File: src/rtl/add4_accumulator.sv
// rtl/add4_accumulator.sv - sums COUNT 5-bit adder results per frame behind valid/ready handshakes.
// Optional macro SATURATE_EN: clamp acc to all-ones on overflow instead of wrapping.
module add4_accumulator #(
  parameter int COUNT = 4,
  parameter int ACC_W = 8
) (
  input  logic             clk,
  input  logic             rst_n,
  input  logic             clear,
  input  logic             in_valid,
  output logic             in_ready,
  input  logic [3:0]       sum,
  input  logic             cout,
  output logic             out_valid,
  input  logic             out_ready,
  output logic [ACC_W-1:0] acc,
  output logic             ovf
);

  localparam int CNT_W = $clog2(COUNT + 1);

  typedef enum logic {ACCUM, HOLD} state_t;

  state_t           r_state;
  logic [ACC_W-1:0] r_acc;
  logic             r_ovf;
  logic [CNT_W-1:0] r_cnt;

  logic [ACC_W:0]   w_sum;
  logic [ACC_W-1:0] w_next_acc;
  logic             w_last;

  assign w_sum  = {1'b0, r_acc} + {{(ACC_W-4){1'b0}}, cout, sum};
  assign w_last = (r_cnt == CNT_W'(COUNT - 1));

`ifdef SATURATE_EN
  // Once clamped, any further nonzero sample overflows again, so acc stays all-ones.
  assign w_next_acc = w_sum[ACC_W] ? {ACC_W{1'b1}} : w_sum[ACC_W-1:0];
`else
  assign w_next_acc = w_sum[ACC_W-1:0];
`endif

  always_ff @(posedge clk or negedge rst_n) begin
    if (!rst_n) begin
      r_state <= ACCUM;
      r_acc   <= '0;
      r_ovf   <= 1'b0;
      r_cnt   <= '0;
    end else if (clear) begin
      r_state <= ACCUM;
      r_acc   <= '0;
      r_ovf   <= 1'b0;
      r_cnt   <= '0;
    end else begin
      case (r_state)
        ACCUM: begin
          if (in_valid) begin
            r_acc <= w_next_acc;
            r_ovf <= r_ovf | w_sum[ACC_W];
            r_cnt <= r_cnt + 1'b1;
            if (w_last) r_state <= HOLD;
          end
        end
        HOLD: begin
          if (out_ready) begin
            r_state <= ACCUM;
            r_acc   <= '0;
            r_ovf   <= 1'b0;
            r_cnt   <= '0;
          end
        end
        default: r_state <= ACCUM;
      endcase
    end
  end

  assign in_ready  = (r_state == ACCUM);
  assign out_valid = (r_state == HOLD);
  assign acc       = r_acc;
  assign ovf       = r_ovf;

endmodule

File: config.mk
export PLATFORM = sky130hd
export DESIGN_NAME = add4_accumulator
export DESIGN_NICKNAME = d
export VERILOG_FILES = /design/src/rtl/add4_accumulator.sv
export SDC_FILE = /design/constraint.sdc
export NUM_CORES = 1
export LEC_CHECK = 0
export CORE_MARGIN = 4
export CORE_UTILIZATION = 42
export CTS_CLUSTER_DIAMETER = 120
export DETAILED_ROUTE_END_ITERATION = 6
export PLACE_DENSITY = 0.74
export SYNTH_ARGS = -nofsm -noshare
export SYNTH_HDL_FRONTEND = slang
export SYNTH_SLANG_ARGS = --single-unit
File: constraint.sdc
create_clock -name clk -period 1.68 [get_ports clk]
set_input_delay 0.336 -clock clk [delete_from_list [all_inputs] [get_ports clk]]
set_output_delay 0.336 -clock clk [all_outputs]
set_load 0.01 [all_outputs]
---- Yosys cells after proc, flatten, opt, wreduce, memory -nomap -nowiden ----
Index checks and enable logic that the tools add are counted.
operators by class
  add/subtract/negate cells ............... 2
  bitwise gates (word level) .............. 2
  eq/ne operators ......................... 3
  reduce and logical (&&, ||, !) cells .... 1
  multiplexer cells ....................... 17
operators by type and width
  operator                                             number
  2-to-1 mux 8 bit                                     3
  case mux 8 bit (2 select lines)                      1
  adder 8 x 5 -> 9 bit                                 1
  2-to-1 mux 3 bit                                     3
  2-to-1 mux 1 bit                                     7
  != test 3 bit, second input constant                 2
  case mux 3 bit (2 select lines)                      1
  case mux 1 bit (2 select lines)                      2
  adder 3 x 1 -> 3 bit, second input constant          1
  equality test 3 x 2 -> 1 bit, second input constant  1
  AND reduction 2 bit                                  1
  NOT 1 bit                                            1
  bitwise OR 1 bit                                     1
word-level totals
  word-level logic and storage cells ...... 29
  flip-flop bits (word level) ............. 13
  output and inout port bits .............. 11
  input port bits ......................... 10

---- Logic depth before layout (Yosys ltp) ----
Gate-level depths: netlist (run 1).
  depth in word-level cells ............... 5
  gate-level depth with buffers ........... 6

---- Worst setup path before layout (run 1) ----
Ideal clock, no wire load.
  kind .................................... reg-to-reg
  from .................................... register r_acc[0], in the netlist acc[0]
  to ...................................... register r_acc[4], in the netlist acc[4]
  path buffers ............................ 0
  cell stages (with the launch flop) ...... 6
  library setup time ...................... 95 ps
  arrival time ............................ 1621 ps
  period minus slack after synthesis ...... 1716 ps
  slack ................................... -36 ps
  path through ............................ dfrtp_1 > ha_1 > fa_1 > a21o_2 > a21o_2 > o31ai_1
between the ends
  longest elaborated chain between the ends .. 4
ends and longest elaborated chain
  element                          RTL line  RTL
  start, declared                  25        logic [ACC_W-1:0] r_acc;
  start signal, assigned           58        r_acc <= w_next_acc;
  adder 8 x 5 -> 9 bit             33        assign w_sum = {1'b0, r_acc} + {{(ACC_W-4){1'b0}}, cout, sum};
  2-to-1 mux 8 bit                 57        if (in_valid) begin
  case mux 8 bit (2 select lines)  55        case (r_state)
  2-to-1 mux 8 bit                 49        end else if (clear) begin
Every way passes these cells. The select of a mux whose other input is x is not followed.
A chain may end at the register's enable or synchronous reset.

---- Final worst setup path (run 1) ----
  from .................................... input port sum[1]
  to ...................................... register r_acc[6], in the netlist acc[6]
between the ends
  longest elaborated chain between the ends .. 4
ends and longest elaborated chain
  element                          RTL line  RTL
  start, declared                  12        input logic [3:0] sum,
  adder 8 x 5 -> 9 bit             33
  2-to-1 mux 8 bit                 57
  case mux 8 bit (2 select lines)  55
  2-to-1 mux 8 bit                 49
Every way passes these cells. The select of a mux whose other input is x is not followed.

==> results of run 1 <==
[state kept, by name (all words and copies together) (netlist names)]
name	count
ovf	1
out_valid	1
r_cnt	3
acc	8
[metrics by stage]
stage,cell area [sq um],cells
floorplan,795,74
detailed placement,1120,132
CTS,1220,138
finish,1290,142
global placement,1120,132
global route,1290,142
[worst max-delay path: stages]
cell and delay [ns]:
clkdlybuf4s50_1 0.46, fa_2 0.42, a21o_4 0.23, a211oi_4 0.23
or3_4 0.17, a21oi_2 0.04
[routing by layer]
layer | global-route usage [%] | wire [microns]
met1 | 20.4 | 931
met2 | 30.5 | 1010
met3 | 4.66 | 105
met4 | 8.73 | 25
met5 | 0 | 0
[cells by family (layout without fill, tap and decap cells)]
family,count (synthesis),after routing
flops,13,13
simple gates,21,21
mux,1,1
fa+ha+maj,8,8
buf+inv,3,46
xor+xnor,2,2
compound gates,26,26
[area by class of cell]
| type | instances | share of cell area [%] |
|---|---|---|
| inverter | 3 | 0.870 |
| sequential | 13 | 25.2 |
| tap | 25 | 2.42 |
| multi-input combinational | 58 | 42.3 |
| clock buffer | 4 | 2.03 |
| timing repair buffer | 39 | 27.1 |
[worst paths after layout]
path | slack [ns] | from | end
hold / removal | 0.36 | rst_n | acc[3]
max in group asynchronous | 1.12 | rst_n | out_valid
setup reg to reg | -0.03 | acc[0] | acc[6]
hold reg to reg | 0.50 | r_cnt[0] | r_cnt[0]
setup / recovery | -0.04 | sum[1] | acc[6]
min in group clk | 0.50 | r_cnt[0] | r_cnt[0]
[what timing repair did]
action,CTS,global route
pin swaps,9,13
setup endpoints to repair,5,9
gates resized for setup,10,11
setup buffers,2,4
[power by group through the flow]
stage / combinational (mW) / sequential, mW / clock (mW)
after floorplan: 0.144 / 0.375 / 0
after global placement: 0.299 / 0.367 / 0
after detailed placement: 0.310 / 0.368 / 0
after CTS: 0.353 / 0.363 / 0.200
after global routing: 0.422 / 0.369 / 0.221
final: 0.387 / 0.365 / 0.198
[cell usage after synthesis]
library cell / instances / area share (%)
a2111o_1: 1 / 1.4
a211oi_1: 2 / 1.9
a211oi_2: 1 / 1.6
a21o_1: 1 / 0.95
a21o_2: 3 / 3.3
a21oi_1: 4 / 2.5
a22o_1: 3 / 3.3
a2bb2oi_1: 1 / 1.1
a311oi_2: 1 / 1.9
a41oi_1: 1 / 1.1
and2_1: 1 / 0.79
and2_4: 2 / 2.2
dfrtp_1: 13 / 41
fa_1: 1 / 2.5
ha_1: 7 / 11
inv_1: 3 / 1.4
mux2i_1: 1 / 1.3
nand2_1: 8 / 3.8
nand2b_1: 2 / 1.6
nand3_2: 1 / 1.3
nor2_1: 2 / 0.95
nor2_2: 1 / 0.79
nor2b_2: 1 / 1.1
nor3_1: 2 / 1.3
o21ai_0: 4 / 2.5
o21ai_2: 2 / 2.2
o22ai_1: 1 / 0.79
o31ai_1: 1 / 0.95
or3_1: 1 / 0.79
xor2_1: 2 / 2.2
==> out/summary.txt, run 1 <==
Power Density -> 733 mW/mm^2
FF+latch count, synth -> 13
number of H-tree levels -> 1
Core Area -> 0.00175 sq mm
vias post-DR -> 727
sequential share of power -> 38.4%
CP required -> 1.86 ns
Iter 0 DRT Violations -> 7
largest family of logic cells by synthesized area -> compound AO/OA/AOI/OAI gates
# setup viols final -> 2
vias per cell -> 5.12
fillcell total -> 121
simple-gate share of the synthesized area -> 14.6%
kind of critical path -> primary input to register
Buffers on Ports -> 20
worst slack, placed -> -0.400 ns
Die ar. -> 0.00264 sq mm
ant diodes -> 0
Highest Clock Rate -> 582 MHz
Static Leakage -> 0.600 nW
multiplexer share of the synthesized area -> 1.27%
final hold vios -> 0
Syn Nets -> 92
Synth cell types -> 30
most common cell after layout, fill and taps aside -> buf_4
io pins -> 21
vias in the first global route -> 786
Hold Slack -> 0.360 ns
Tot GR Track Use -> 17.8%
wire per inst -> 14.6 microns
setup ws final -> -0.0391 ns
synthesis-to-layout area growth -> 64.0%
initial core utilization -> 45.2%
critical path endpoint category -> register
fin util -> 74.2%
Clk pwr share -> 20.8%
Die Ht -> 51.4 microns
register area share after synthesis -> 41.2%
Worst-path clk slew -> 0.09 ns
failing checks -> setup timing
Max Root-Sink Buffers -> 2
TritonCTS Buffers -> 3
fin crit share -> 102%
Pre-antenna DRT Iters -> 4
post-synthesis xor/xnor area fraction -> 2.22%
Reg area -> 327 sq um
share of layout cells above drive strength 1 -> 40.2%
Max-Cap Viols -> 0
Tot Pwr -> 0.950 mW
DRT antenna net count -> 0
largest net degree at the start of global routing -> 14
Int Pwr -> 0.645 mW
worst r2r path cells -> 6
Detail Placement HPWL -> 1500 microns
sw power -> 0.304 mW
multi-input logic area -> 548 sq um
DRC Markers -> 0
Setup TNS Final -> -0.0595 ns
worst path arrival time -> 1.89 ns
outcome -> finished with violations
Mapped Area -> 790 sq um
initial antenna violation count -> 0
CTS tree -> done
clock sinks -> 13
Sw Ratio -> 32.0%
crit start category -> primary input
min-delay worst type -> primary input to async pin
CP max FO -> 3
site row count -> 15
GR Overflow Total -> 0
Die W -> 51.4 microns
final net count -> 136
Yosys Warn Count -> 0
Final Max Slew Viols -> 0
Final min period -> 1.72 ns
RSZ-0062 raised after global routing -> yes
first-pass GRT wire length -> 3490 microns
combinational share of power -> 40.8%
slew of the pin with the lowest slew margin -> 0.409 ns
GP Congestion -> 0.770
Compound-Gate Fraction of Synth Area -> 25.7%
Post-Synth Adder-Cell Area -> 13.6%
CTS Root Cell -> clkbuf_4
Worst-Skew Late Latency -> 0.28 ns
final wirelength -> 2070 microns
worst vdd ir -> 0.428 mV
most frequent cells in the layout -> 19 x buf_4, 15 x clkdlybuf4s50_1, 12 x dfrtp_1, 8 x nand2_1
syn_area_per_cell -> 10.7 sq um
hold buffers post-CTS -> 0
worst-case clock skew -> 0.0117 ns
Mapped Cells -> 74
headroom to the max-slew limit -> 72.7%
Note: power is estimated with default switching activity, not from simulation.
==> run 2: changes to the inputs <==
--- a/config.mk
+++ b/config.mk
@@ -6,10 +6,10 @@
 export NUM_CORES = 1
 export LEC_CHECK = 0
 export CORE_MARGIN = 4
-export CORE_UTILIZATION = 42
+export CORE_UTILIZATION = 40
 export CTS_CLUSTER_DIAMETER = 120
 export DETAILED_ROUTE_END_ITERATION = 6
-export PLACE_DENSITY = 0.74
+export PLACE_DENSITY = 0.71
 export SYNTH_ARGS = -nofsm -noshare
 export SYNTH_HDL_FRONTEND = slang
 export SYNTH_SLANG_ARGS = --single-unit
==> out/summary.txt, run 2 (synthesis results as in run 1) <==
critical path, cell by cell -> clkdlybuf4s50_1, fa_2, a21o_4, a211oi_2, or3_1, a21oi_1
Die Ht -> 52.4 microns (+2.1%)
R2R Setup Slk -> -0.001 ns (+0.03 ns)
Static Leakage -> 0.530 nW (-12%)
number of H-tree levels -> 1 (unchanged)
hold buffers post-CTS -> 0 (unchanged)
CP max-delay cell -> clkdlybuf4s50_1
GP Congestion -> 0.756 (-1.8%)
CP required -> 1.85 ns (about the same)
initial core utilization -> 43.8% (-1.4 points)
critical path endpoint category -> register
worst path arrival time -> 1.85 ns (-0.04 ns)
CP max FO -> 3 (unchanged)
min-delay worst type -> primary input to async pin
worst r2r dst -> acc[6]
Hold Slack -> 0.358 ns (-0.00117 ns)
vias post-DR -> 700 (-3.7%)
Setup TNS Final -> -0.00120 ns (+0.0583 ns)
final hold vios -> 0 (unchanged)
most common cell after layout, fill and taps aside -> clkdlybuf4s50_1
Worst-path clk slew -> 0.08 ns (about the same)
Tot GR Track Use -> 15.8% (-2.0 points)
Iter 0 DRT Violations -> 9 (+2)
Pre-antenna DRT Iters -> 4 (unchanged)
failing checks -> setup timing
Buffers on Ports -> 20 (unchanged)
initial antenna violation count -> 0 (unchanged)
Detail Placement HPWL -> 1430 microns (-5.0%)
worst r2r src -> acc[0]
outcome -> finished with violations
worst-case clock skew -> 0.00242 ns (-0.00932 ns)
worst vdd ir -> 0.501 mV (+17%)
Die W -> 52.4 microns (+2.1%)
vias per cell -> 5.19 (+1.3%)
Final min period -> 1.68 ns (-0.0379 ns)
Power Density -> 748 mW/mm^2 (+2.0%)
vias in the first global route -> 728 (-7.4%)
DRC Markers -> 0 (unchanged)
crit start category -> primary input
synthesis-to-layout area growth -> 51.2%
clock sinks -> 13 (unchanged)
final wirelength -> 1890 microns (-8.6%)
ant diodes -> 0 (unchanged)
final net count -> 129 (-5.1%)
most frequent cells in the layout -> 18 x clkdlybuf4s50_1, 13 x dfrtp_1, 12 x buf_4, 8 x nand2_1, 5 x ha_1
Final Max Slew Viols -> 0 (unchanged)
non-filler cells, final -> 135 (-4.9%)
max incr delay on CP -> 0.47 ns (about the same)
Max-Cap Viols -> 0 (unchanged)
site row count -> 15 (unchanged)
Largest register FFs -> 8 (unchanged)
CTS Root Cell -> clkbuf_4
Tot Pwr -> 0.893 mW (-6.0%)
slew of the pin with the lowest slew margin -> 0.282 ns (-0.126 ns)
RSZ-0062 raised after global routing -> yes
share of layout cells above drive strength 1 -> 30.9% (-9.3 points)
number of cells after detailed placement -> 129 (-2.3%)
fin util -> 66.3% (-7.9 points)
fin crit share -> 100% (-2.3 points)
CTS tree -> done
Highest Clock Rate -> 595 MHz (+2.3%)
Die ar. -> 0.00275 sq mm (+4.2%)
headroom to the max-slew limit -> 81.2% (+8.4 points)
# setup viols final -> 1 (-1)
worst r2r path cells -> 6 (unchanged)
Worst-Skew Late Latency -> 0.28 ns (about the same)
wire per inst -> 14.0 microns (-3.9%)
GR Overflow Total -> 0 (unchanged)
io pins -> 21 (unchanged)
first-pass GRT wire length -> 3190 microns (-8.7%)
Max Root-Sink Buffers -> 2 (unchanged)
largest net degree at the start of global routing -> 14 (unchanged)
setup ws final -> -0.00120 ns (+0.0379 ns)
Core Area -> 0.00180 sq mm (+3.2%)
TritonCTS Buffers -> 3 (unchanged)
kind of critical path -> primary input to register
DRT antenna net count -> 0 (unchanged)
## run 2: cell count changes in the layout (fill, tap and decap cells not counted), sizes merged
cell | before | now
buf | 19 | 12
clkdlybuf4s50 | 15 | 18
dlymetal6s2s | 4 | 1
## run 2: layer usage
metal,vias to the layer above,GRT usage [%],share of wire (%)
met3,2,3.99,3.8
met1,336,18.2,46
met2,14,27.5,49
met4,0,6.38,1.2
met5,-,0,0
li1,348,-,-
## run 2: worst max path at each step
| stage | to | cells past startpoint | startpoint |
|---|---|---|---|
| 6_report | acc[6] | 6 | sum[1] |
| 5_1_grt | acc[6] | 6 | acc[0] |
| 4_1_cts | acc[7] | 6 | cout |
| 3_5_place_dp | acc[4] | 6 | sum[0] |
| 3_3_place_gp | acc[4] | 6 | sum[0] |
| 2_1_floorplan | acc[4] | 5 | acc[0] |
## run 2: power breakdown
part           switching [mW]  internal (mW)
clock                   0.108         0.0921
combinational           0.147          0.183
sequential             0.0250          0.338
## run 2: through the flow
stage                     setup slack (ns)  instance area (sq um)
after global routing               -0.0388                   1190
after floorplan                     0.0383                    795
after global placement              -0.368                   1100
after CTS                          0.00117                   1160
final                             -0.00120                   1190
after detailed placement            -0.394                   1100
## run 2: area by class of cell
class,count,area (sq um)
Tap cell,25,31.3
Inverter,3,11.3
Timing Repair Buffer,32,292
Sequential cell,13,325
Clock buffer,4,26.3
Fill cell,157,608
Multi-Input combinational cell,58,508
## run 2: critical path: cells and delay by family
kind	cells	cell delay [ns]
and+or+nand+nor	1	0.14
AOI/OAI and AO/OA	3	0.49
adders and majority gates	1	0.42
buffers and inverters	1	0.47
## run 2: repair_timing
| action | CTS | global route |
|---|---|---|
| pin swaps | 1 | 2 |
| resized for setup | 6 | 4 |
| cloned | 0 | 0 |
| endpoints found under the setup margin | 5 | 6 |
| setup buffers | 1 | 1 |
==> RTL change 1, RTL diff (config.mk and constraints of run 2) <==
Register the output `ovf` once more, without a reset; this adds one clock of latency there. The other outputs are not delayed to match.
--- a/src/rtl/add4_accumulator.sv
+++ b/src/rtl/add4_accumulator.sv
@@ -79,3 +79,5 @@
   assign acc       = r_acc;
-  assign ovf       = r_ovf;
+  always_ff @(posedge clk) begin
+    ovf <= r_ovf;
+  end
 
Behaviour: same outputs for any inputs over 10 cycles, from zero or initial values and one cycle with rst_n low; that may be too few to reach the edited logic, so the function may still have changed.
==> RTL change 1 against run 2 <==
Final area is 5.8% higher; synthesized area is 0.32% lower; setup slack better by 0.025 ns; sequential cell count is 1 higher; total power is 7.3% higher; routed wire length is 1.6% higher; core utilization is 3.8 points higher; global-route usage is 0.38 points lower; critical path depth stayed put; sequential power is 7.4% higher; largest cell class unchanged; largest power group unchanged.
==> RTL change 1: results (changes against run 2) <==
Placed design
  – Dpl ws: -0.429 ns (-0.0349 ns)
  – Routability congestion estimate from global placement: 0.836 (+10%)
  – Hpwl dp: 1400 microns (-1.6%)

Final layout
  – Diode count: 0 (unchanged)
  – Sequential share of cell area: 0.274 (+0.00100)
  – FILL cells: 145 (-7.6%)
  – Clock-cell share of area: 0.0287 (+0.00673)
  – Multi-input combinational area share: 0.408 (-0.0173)
  – Layout cell share with drive strength beyond 1: 0.304 (-0.00474)
  – Buffers, non-clock: 36 (+13%)
  – Final nets: 134 (+3.9%)
  – Data buffer area share: 0.256 (+0.0115)

GRT
  – First-pass GRT wire length: 3150 microns (-1.1%)
  – Met3 Use GR: 0.0513 (+0.0114)
  – Met2 usage: 0.269 (-0.00620)
  – Gr usage total: 0.154 (-0.00380)
  – Pin count of the biggest net entering global routing: 9 (-5)
  – Met1 Usage GRT: 0.190 (+0.00840)
  – Number of global-route vias before repair: 752 (+3.3%)

Synthesis
  – Top cells by area, synth: dfrtp_1, ha_1, nand2_1, a22o_1, a211oi_1
  – Synth Net Count: 93 (+1.1%)
  – Sequential area share after synthesis: 0.439 (+0.0267)
  – Asr flop ratio synth: 0.929 (-0.0714)
  – Most common library cells after synthesis: dfrtp_1, nand2_1, ha_1
  – Main synth FF type: dfrtp_1

Timing
  – Min cycle time layout: 1.66 ns (-0.0252 ns)
  – Worst-Margin Slew: 0.353 ns (+0.0701 ns)
  – Skew final: 0.0118 ns (+0.00941 ns)

Power and ir drop
  – Max VDD drop: 0.462 mV (-7.9%)
  – Leak: 0.572 nW (+8.0%)

Clocking
  – Deepest clock path buffer count: 2 (unchanged)
  – Number of setup buffers added after CTS: 4 (+3)
  – Clock sink count: 14 (+1)
  – Clock transition at path regs: 0.09 ns

Setup path
  – R2R setup slack: 0.02 ns (+0.03 ns)
  – Arrival @ worst endpoint: 1.82 ns (-0.03 ns)
  – CP max stage cell: dfrtp_1
  – WS Path Type: reg -> reg
  – Critical path's top delay family: adder cells
  – Worst path max stage delay: 0.41 ns (-0.06 ns)
  – R2R cell count: 6 (unchanged)

Detailed routing
  – Initial drt markers: 2 (-7)
  – Highest Signal Layer: met4
  – Metal3 WL: 84 microns (+17%)
  – Met1 wire length: 854 microns (-3.0%)
  – Avg WL per Cell: 13.8 microns (-2.0%)
  – Vias/cell: 5.05 (-2.6%)
  – Routed met2 length: 973 microns (+5.9%)

Status
  – Status: finished, final reports clean
RTL change 1: kinds of logic after synthesis:
kind of cell    count (synthesis)  synth area share
simple gates                   22             0.148
buf+inv                         3            0.0143
fa+ha+maj                       8             0.137
mux                             2            0.0254
xor+xnor                        2            0.0223
flops                          14             0.439
compound gates                 24             0.215
RTL change 1: stage by stage:
stage	utilization	std cells	cell area, sq um	setup TNS, ns	hold WS, ns
finish	0.701	140	1260	0	0.310
global route	0.701	140	1260	-0.0185	0.323
CTS	0.656	139	1180	-0.153	0.317
detailed placement	0.614	131	1110	-2.22	0.390
global placement	0.614	131	1110	-2.13	0.402
floorplan	-	75	792	0	0.0404
RTL change 1: where the power goes:
group	leakage (nW)	switching, mW	total, mW	internal [mW]
registers	0.184	0.0286	0.390	0.361
logic	0.367	0.136	0.323	0.186
clock network	0.0210	0.113	0.245	0.132
total	0.572	0.278	0.958	0.680
==> RTL change 2, RTL diff (config.mk and constraints of run 2) <==
Without the edit above. The option `SATURATE_EN` is turned on by a define.
--- a/src/rtl/add4_accumulator.sv
+++ b/src/rtl/add4_accumulator.sv
@@ -2,2 +2,4 @@
 // Optional macro SATURATE_EN: clamp acc to all-ones on overflow instead of wrapping.
+`define SATURATE_EN
+
 module add4_accumulator #(
Function: no difference found for any inputs over 10 cycles, from zero or initial values and one cycle with rst_n low; that may be too few to reach the edited logic, so the function may still have changed.
==> RTL change 2 against run 2 <==
Clock power increased by 2%; final area increased by 19%; core utilization increased by 4.2 points; synthesized cell count increased by 14%; setup slack got worse by 0.28 ns; sequential cell count unchanged; the run still ends with setup timing left; routed wire length increased by 39%; total power increased by 3.3%; synthesized area increased by 11%; first-iteration DRC count increased to 4.4 times the old value.
==> RTL change 2: results (changes against run 2) <==
Detailed routing
  – Avg WL per Cell: 16.1 microns (+15%)
  – Initial drt markers: 40 (+31)
  – Final WL: 2640 microns (+39%)
  – Vias: 907 (+30%)

Timing
  – Skew final: 0.00363 ns (+0.00121 ns)
  – Worst-Margin Slew: 0.420 ns (+0.137 ns)
  – Hold slack: 0.349 ns (-0.00942 ns)
  – Final worst slack: -0.281 ns (-0.280 ns)
  – Setup Viol. Count Final: 9 (+8)

Power and ir drop
  – Leak: 0.676 nW (+28%)
  – Max VDD drop: 0.374 mV (-25%)

Synthesis
  – Top cells by area, synth: dfrtp_1, ha_1, a221o_1, a211o_1, a31oi_1
  – Synth warn: 0 (unchanged)
  – Most common library cells after synthesis: dfrtp_1, ha_1, a221o_1, nand2_1, a31oi_1
  – Synth Net Count: 102 (+11%)
  – Syn Area/Cell: 10.5 sq um (-1.9%)
  – Post-synthesis cell type count: 40 (+33%)
  – Sequential area share after synthesis: 0.370 (-0.0422)

Setup path
  – R2R Path End: acc[1]
  – CP Max Fanout: 5 (+2)
  – Worst path max stage delay: 0.41 ns (-0.06 ns)
  – CP max stage cell: dfrtp_1
  – Arrival @ worst endpoint: 2.13 ns (+0.28 ns)

Placed design
  – Placed Cells: 155 (+20%)
  – Routability congestion estimate from global placement: 0.809 (+6.9%)
  – Input/output buffers: 20 (unchanged)
  – Dpl ws: -0.692 ns (-0.298 ns)
  – Hpwl dp: 1970 microns (+38%)

GRT
  – Gr usage total: 0.202 (+0.0440)
  – Number of global-route vias before repair: 875 (+20%)
  – First-pass GRT wire length: 4250 microns (+33%)
  – Number of antenna violations at the first check in global routing: 0 (unchanged)

Status
  – Status: finished with violations
  – Failing checks: setup timing

Final layout
  – FILL cells: 142 (-9.6%)
  – Layout cell share with drive strength beyond 1: 0.380 (+0.0705)
  – Diode count: 0 (unchanged)
-- RTL change 2: cell count changes after synthesis, moves of 2 or more --
cell,change
a221o_1,+5
o21ai_0,-2
nand3b_1,+2
a22o_1,-2
a211o_1,+3
and2_4,-2
nand2_1,-3
o21ai_2,-2
o21ai_1,+2
nand3_1,+3
a31oi_1,+4
a21o_2,-3
-- RTL change 2: cells by family after synthesis --
| group | share of synthesized area |
|---|---|
| AO/OA/AOI/OAI | 0.245 |
| XOR/XNOR | 0.0199 |
| adder cells (fa/ha/maj) | 0.122 |
| buffers and inverters | 0.0313 |
| flip-flops | 0.370 |
| AND/OR/NAND/NOR | 0.212 |
-- RTL change 2: worst max-delay path: cells and delay by family (launching register included) --
family,cells,cell delay [ns]
adders and majority gates,2,0.53
DFF,1,0.41
and+or+nand+nor,1,0.08
AOI/OAI and AO/OA,3,0.84
-- RTL change 2: repair_timing --
action | in CTS | in global routing
setup endpoints to repair | 13 | 15
resized for setup | 7 | 11
pin swaps | 7 | 7
setup buffers | 2 | 3
-- RTL change 2: how the worst max path moves through the flow --
stage / start / endpoint / slack (ns)
after global placement: sum[0] / acc[0] / -0.60
after global routing: acc[0] / acc[1] / -0.33
after floorplan: acc[0] / acc[4] / -0.23
after CTS: acc[0] / acc[1] / -0.38
after detailed placement: sum[0] / acc[3] / -0.69
final: acc[0] / acc[1] / -0.28
-- RTL change 2: final cells by class --
class	count	area share
multi-input combinational	66	0.411
timing repair buffer	51	0.308
sequential	13	0.231
tap	27	0.0237
clock buffer	4	0.0185
inverter	3	0.00791
-- RTL change 2: per-stage QoR --
stage                     TNS (ns)  instance area (sq um)
after global routing         -2.70                   1420
after CTS                    -2.82                   1350
final                        -2.18                   1420
after detailed placement     -6.08                   1300
after floorplan              -1.51                    885
after global placement       -5.40                   1300
-- RTL change 2: metal layers --
metal / share of wire / wire [microns] / up-vias / global-route usage
li1: - / - / 436 / -
met1: 0.43 / 1140 / 442 / 0.260
met2: 0.52 / 1370 / 23 / 0.331
met3: 0.031 / 81 / 6 / 0.0322
met4: 0.017 / 46 / 0 / 0.0891
met5: 0 / 0 / - / 0
-- RTL change 2: power breakdown --
group | internal, mW | leakage (nW) | switching [mW]
registers | 0.335 | 0.172 | 0.0215
logic | 0.196 | 0.490 | 0.166
clock network | 0.0922 | 0.0150 | 0.112
total | 0.623 | 0.676 | 0.299
